[src/rtl/multicycle_seq_pkg.sv]
// rtl/multicycle_seq_pkg.sv - shared state encodings for the AlicePU multi-cycle sequencer
package multicycle_seq_pkg;

    localparam int SEQ_ST_LEN = 3;

    typedef enum logic [SEQ_ST_LEN-1:0] {
        SEQ_ST_IDLE   = 3'd0,
        SEQ_ST_FETCH  = 3'd1,
        SEQ_ST_DECODE = 3'd2,
        SEQ_ST_EXEC   = 3'd3,
        SEQ_ST_MEM    = 3'd4,
        SEQ_ST_WB     = 3'd5,
        SEQ_ST_ERR    = 3'd6
    } seq_state_t;

    // Where an instruction goes once it has retired.
    function automatic seq_state_t retire_target(input logic run);
        return run ? SEQ_ST_FETCH : SEQ_ST_IDLE;
    endfunction

endpackage

[src/rtl/multicycle_seq_watchdog.sv]
// rtl/multicycle_seq_watchdog.sv - per-request wait counter with timeout compare
module multicycle_seq_watchdog #(
    parameter int MEM_TIMEOUT = 16,
    parameter int TMO_W       = 5
) (
    input  logic clk,
    input  logic rst_n,
    input  logic clr,
    input  logic waiting,
    output logic expired
);

    localparam int LIMIT_I = (MEM_TIMEOUT > 0) ? MEM_TIMEOUT - 1 : 0;
    localparam logic [TMO_W-1:0] LIMIT = LIMIT_I[TMO_W-1:0];

    logic [TMO_W-1:0] r_cnt;

    always_ff @(posedge clk or negedge rst_n) begin
        if (!rst_n) begin
            r_cnt <= '0;
        end else if (clr) begin
            r_cnt <= '0;
        end else if (waiting) begin
            r_cnt <= r_cnt + 1'b1;
        end
    end

    // Fires on the waiting cycle that would take the count to MEM_TIMEOUT;
    // a ready on that cycle deasserts waiting and so wins.
    assign expired = (MEM_TIMEOUT != 0) && waiting && (r_cnt == LIMIT);

endmodule

[src/rtl/multicycle_seq.sv]
// rtl/multicycle_seq.sv - FETCH/DECODE/EXEC/MEM/WB sequencer with memory handshakes
module multicycle_seq
    import multicycle_seq_pkg::*;
#(
    parameter int MEM_TIMEOUT = 16,
    parameter int TMO_W       = 5,
    parameter int CNT_W       = 32
) (
    input  logic                  clk,
    input  logic                  rst_n,
    input  logic                  run,
    input  logic                  imem_ready,
    input  logic                  dmem_ready,
    input  logic                  dec_mem_read,
    input  logic                  dec_mem_write,
    input  logic                  dec_reg_write,
    output logic                  imem_req,
    output logic                  ir_load,
    output logic                  dmem_req,
    output logic                  dmem_we,
    output logic                  pc_write,
    output logic                  rf_write,
    output logic                  busy,
    output logic                  mem_err,
    output logic [SEQ_ST_LEN-1:0] state,
    output logic [CNT_W-1:0]      retired
);

    seq_state_t       r_state;
    seq_state_t       w_next;
    logic [CNT_W-1:0] r_retired;
    logic             r_mem_err;
    logic             w_waiting;
    logic             w_expired;
    logic             w_mem_access;

    assign w_mem_access = dec_mem_read | dec_mem_write;
    assign w_waiting    = ((r_state == SEQ_ST_FETCH) && !imem_ready) ||
                          ((r_state == SEQ_ST_MEM)   && !dmem_ready);

    // Clearing whenever nothing is outstanding means each new request starts from zero.
    multicycle_seq_watchdog #(
        .MEM_TIMEOUT (MEM_TIMEOUT),
        .TMO_W       (TMO_W)
    ) u_watchdog (
        .clk     (clk),
        .rst_n   (rst_n),
        .clr     (!w_waiting),
        .waiting (w_waiting),
        .expired (w_expired)
    );

    always_ff @(posedge clk or negedge rst_n) begin
        if (!rst_n) begin
            r_state   <= SEQ_ST_IDLE;
            r_retired <= '0;
            r_mem_err <= 1'b0;
        end else begin
            r_state <= w_next;
            if (pc_write) begin
                r_retired <= r_retired + 1'b1;
            end
            if (w_next == SEQ_ST_ERR) begin
                r_mem_err <= 1'b1;
            end
        end
    end

    always_comb begin
        w_next = r_state;
        case (r_state)
            SEQ_ST_IDLE:   w_next = run ? SEQ_ST_FETCH : SEQ_ST_IDLE;
            SEQ_ST_FETCH: begin
                if (imem_ready)     w_next = SEQ_ST_DECODE;
                else if (w_expired) w_next = SEQ_ST_ERR;
            end
            SEQ_ST_DECODE: w_next = SEQ_ST_EXEC;
            SEQ_ST_EXEC: begin
                if (w_mem_access)       w_next = SEQ_ST_MEM;
                else if (dec_reg_write) w_next = SEQ_ST_WB;
                else                    w_next = retire_target(run);
            end
            SEQ_ST_MEM: begin
                // A write wins over a read when both decode bits are set.
                if (dmem_ready)     w_next = dec_mem_write ? retire_target(run) : SEQ_ST_WB;
                else if (w_expired) w_next = SEQ_ST_ERR;
            end
            SEQ_ST_WB:     w_next = retire_target(run);
            SEQ_ST_ERR:    w_next = SEQ_ST_ERR;
            default:       w_next = SEQ_ST_IDLE;
        endcase
    end

    always_comb begin
        imem_req = 1'b0;
        ir_load  = 1'b0;
        dmem_req = 1'b0;
        dmem_we  = 1'b0;
        pc_write = 1'b0;
        rf_write = 1'b0;
        case (r_state)
            SEQ_ST_FETCH: begin
                imem_req = 1'b1;
                ir_load  = imem_ready;
            end
            SEQ_ST_EXEC: begin
                pc_write = !w_mem_access && !dec_reg_write;
            end
            SEQ_ST_MEM: begin
                dmem_req = 1'b1;
                dmem_we  = dec_mem_write;
                pc_write = dmem_ready && dec_mem_write;
            end
            SEQ_ST_WB: begin
                rf_write = dec_reg_write;
                pc_write = 1'b1;
            end
            default: begin
                imem_req = 1'b0;
            end
        endcase
    end

    assign state   = r_state;
    assign retired = r_retired;
    assign mem_err = r_mem_err;
    assign busy    = (r_state != SEQ_ST_IDLE) && (r_state != SEQ_ST_ERR);

endmodule
[config.mk]
export PLATFORM = sky130hd
export DESIGN_NAME = multicycle_seq
export DESIGN_NICKNAME = d
export VERILOG_FILES = /design/src/rtl/multicycle_seq_pkg.sv /design/src/rtl/multicycle_seq_watchdog.sv /design/src/rtl/multicycle_seq.sv
export SDC_FILE = /design/constraint.sdc
export NUM_CORES = 1
export LEC_CHECK = 0
export CORE_ASPECT_RATIO = 1.1
export CORE_MARGIN = 2
export CORE_UTILIZATION = 50
export CTS_CLUSTER_DIAMETER = 30
export DETAILED_ROUTE_END_ITERATION = 6
export PLACE_DENSITY_LB_ADDON = 0.05
export SKIP_CTS_REPAIR_TIMING = 1
export SLEW_MARGIN = 20
export SYNTH_ARGS = -nofsm -noshare
export SYNTH_HDL_FRONTEND = slang
export SYNTH_SLANG_ARGS = --single-unit
[constraint.sdc]
create_clock -name clk -period 1.7 [get_ports clk]
set_input_delay 0.17 -clock clk [delete_from_list [all_inputs] [get_ports clk]]
set_output_delay 0.17 -clock clk [all_outputs]
set_load 0.1 [all_outputs]
==> impl_metrics.ini <==
[critical_path]
path_class = reg2out
crit_chain = nand3b_1, o32ai_4, buf_12, buf_12
ff2ff_setup_slack_ns = -0.23
critPathMaxStageDelay_ns = 0.52
rr_endpoint = retired[20]
r2r_cells = 6
worstPathRequired_ns = 1.53
cp-start-kind = flip-flop
timing.critical_path.mode_cell = buf_12
path_max_fanout = 6
worstPathArrival_ns = 1.78
end_kind = output port
cp_top_family = flip-flops
cp_slowest_cell = dfrtp_4
rr_startpoint = state[1]
path_buf_inv = 2

[synth]
synth_edf_count = 0
synth-async-reset-ratio = 1.00
synth_ff_type = dfrtp_1
syn_area_um2 = 2190
yosysSeqAreaShare = 0.469
yosysWarnings = 0
syn_inst = 197
synth.avg_cell_area_um2 = 11.1
synth_cell_types = 40
ys_ff_latch = 41
synth_nets = 208

[finish]
antenna_cells = 0
fillCellCount = 82
syn2layout_area_growth_pct = 86.3
drive_gt1_frac = 0.605
nNetsFinal = 306

[routing]
wire_per_inst_um = 27.5
dr.first_iter.drc_count = 207
routed_wl_um = 9620
drc = 0
ant_nets = 0
first_pass_iters = 4
vias = 2228
viasPerCell = 6.37

[run]
maxCapViolCount = 0

[grt]
grt_pass1_vias = 2046
grt_max_degree = 22
antenna_found_initial = 0
overflow = 0
grt_pass1_wl_um = 10200
grt.total_usage = 0.282

[floorplan]
die_w_um = 67.0
pin_count = 51
start_util = 0.514
die_h_um = 73.3
num_rows = 25
coreArea_um2 = 4250
die_area_um2 = 4920

[clock_network]
clock_path_buffers = 2
htreeDepth = 2
cts_num_sinks = 41
clkSlewWorstSetupHoldPaths_ns = 0.09
cts_tree = yes
clk_latency_ns = 0.31
cts_root_buf = clkbuf_8
numCtsBuffers = 5

[sta]
setup_viol = 33
fin_tns_setup_ns = -3.70
clock.fmax_ghz = 0.513
rsz0062_at_grt = true
finalHoldViolCount = 0
worstMarginPinSlew_ns = 0.511
setup_ws_ns = -0.248
clock-skew-final_ns = 0.00790
relSlewSlack = 0.659
finalCritPeriodShare = 1.15
maxSlewViolCount = 0
post-route-min-period_ns = 1.95

[power_and_ir_drop]
peakVddDrop_mv = 1.60
p_per_area_nw_per_um2 = 1290
leakagePower_nw = 1.90

[placed_design]
pre_cts_ws_ns = -0.277
globalplace.congestion = 0.776
port_buffers = 50
dp_hpwl_um = 4620

[status]
violations = setup timing
run_status = complete, but fails checks

[hold_path]
hold_path_class = in2async
## worst register-to-register path, stage by stage (launching register included)
cell and delay (ns):
dfrtp_4 0.54, nand3b_1 0.29, a2bb2oi_4 0.22, buf_12 0.16
buf_4 0.15, nor4_4 0.20, xor2_1 0.27
## power by group
part	internal (mW)	leakage (nW)	switching (mW)
logic	1.24	1.38	1.92
clock network	0.293	0.0395	0.372
registers	1.15	0.480	0.260
total	2.69	1.90	2.55
## worst max-delay path by stage
stage | depth (start not counted) | to | start
after floorplan | 4 | ir_load | state[1]
after global placement | 5 | retired[1] | dec_mem_write
after detailed placement | 7 | retired[15] | dec_mem_write
after CTS | 4 | pc_write | state[2]
after global routing | 4 | pc_write | state[2]
final | 4 | pc_write | state[2]
## cell families (layout without fill, tap and decap cells)
family	count (synthesis)	after routing	share of synthesized area
flip-flops	41	41	0.469
multiplexers	1	1	0.00515
XOR/XNOR	33	33	0.132
buffers and inverters	17	116	0.0412
AND/OR/NAND/NOR	89	89	0.284
AO/OA/AOI/OAI	13	13	0.0510
adder cells (fa/ha/maj)	3	3	0.0172
## per-stage QoR
stage	cells	utilization	hold slack, ns	power (mW)	cell area [um2]
floorplan	197	-	-0.126	3.12	2530
global placement	314	0.856	0.133	4.05	3640
detailed placement	314	0.856	0.148	4.12	3640
CTS	322	0.874	-0.173	4.75	3720
global route	350	0.957	0.416	5.34	4070
finish	350	0.957	0.357	5.24	4070
## metal layers
metal / global-route usage / vias to the layer above / wire, um
met5: 0 / - / 0
met4: 0.166 / 0 / 493
met2: 0.510 / 179 / 4980
li1: - / 893 / -
met1: 0.299 / 1119 / 3380
met3: 0.0567 / 37 / 765
## cell usage after synthesis (2+ instances only)
| master | count | share of area |
|---|---|---|
| dfrtp_1 | 41 | 0.47 |
| xor2_1 | 19 | 0.076 |
| xnor2_1 | 14 | 0.056 |
| nor2_1 | 13 | 0.022 |
| nor4_2 | 11 | 0.063 |
| inv_1 | 10 | 0.017 |
| nand2_1 | 9 | 0.015 |
| nand3_1 | 9 | 0.021 |
| nor3_1 | 8 | 0.018 |
| and2_1 | 6 | 0.017 |
| and3_1 | 6 | 0.017 |
| nand4_1 | 6 | 0.017 |
| nand2b_1 | 4 | 0.011 |
| and4_1 | 3 | 0.012 |
| buf_2 | 3 | 0.0069 |
| buf_6 | 3 | 0.015 |
| ha_1 | 3 | 0.017 |
| a21oi_1 | 2 | 0.0046 |
| a31oi_1 | 2 | 0.0057 |
| nand3b_1 | 2 | 0.0069 |
| nand4_4 | 2 | 0.019 |
| nor2b_1 | 2 | 0.0057 |
| o21ai_0 | 2 | 0.0046 |
## sequential cells by signal (all words and copies together), names as in the netlist
name and cells:
state 3, mem_err 1, retired 32, u_watchdog.r_cnt 5
## cells in the final DEF, fill, tap and decap left out, types with 4 or more instances in the layout
master           count
and3_1               5
buf_12              49
buf_4               30
buf_6                9
clkbuf_8             5
clkdlybuf4s50_1      6
dfrtp_1              7
dfrtp_2             12
dfrtp_4             22
inv_1                8
nand2_1              8
nand3_1              6
nand4_1              6
nor2_1              12
nor3_2               4
nor4_4              11
xnor2_1             13
xor2_1              19
## final cells by class
type / instances / area [um2] / share of cell area
Sequential cell: 41 / 1120 / 0.276
Timing Repair Buffer: 98 / 1400 / 0.345
Inverter: 10 / 41.3 / 0.0101
Tap cell: 54 / 67.6 / 0.0166
Multi-Input combinational cell: 139 / 1360 / 0.333
Clock buffer: 8 / 80.1 / 0.0197
Note: power is estimated with default switching activity, not from simulation.
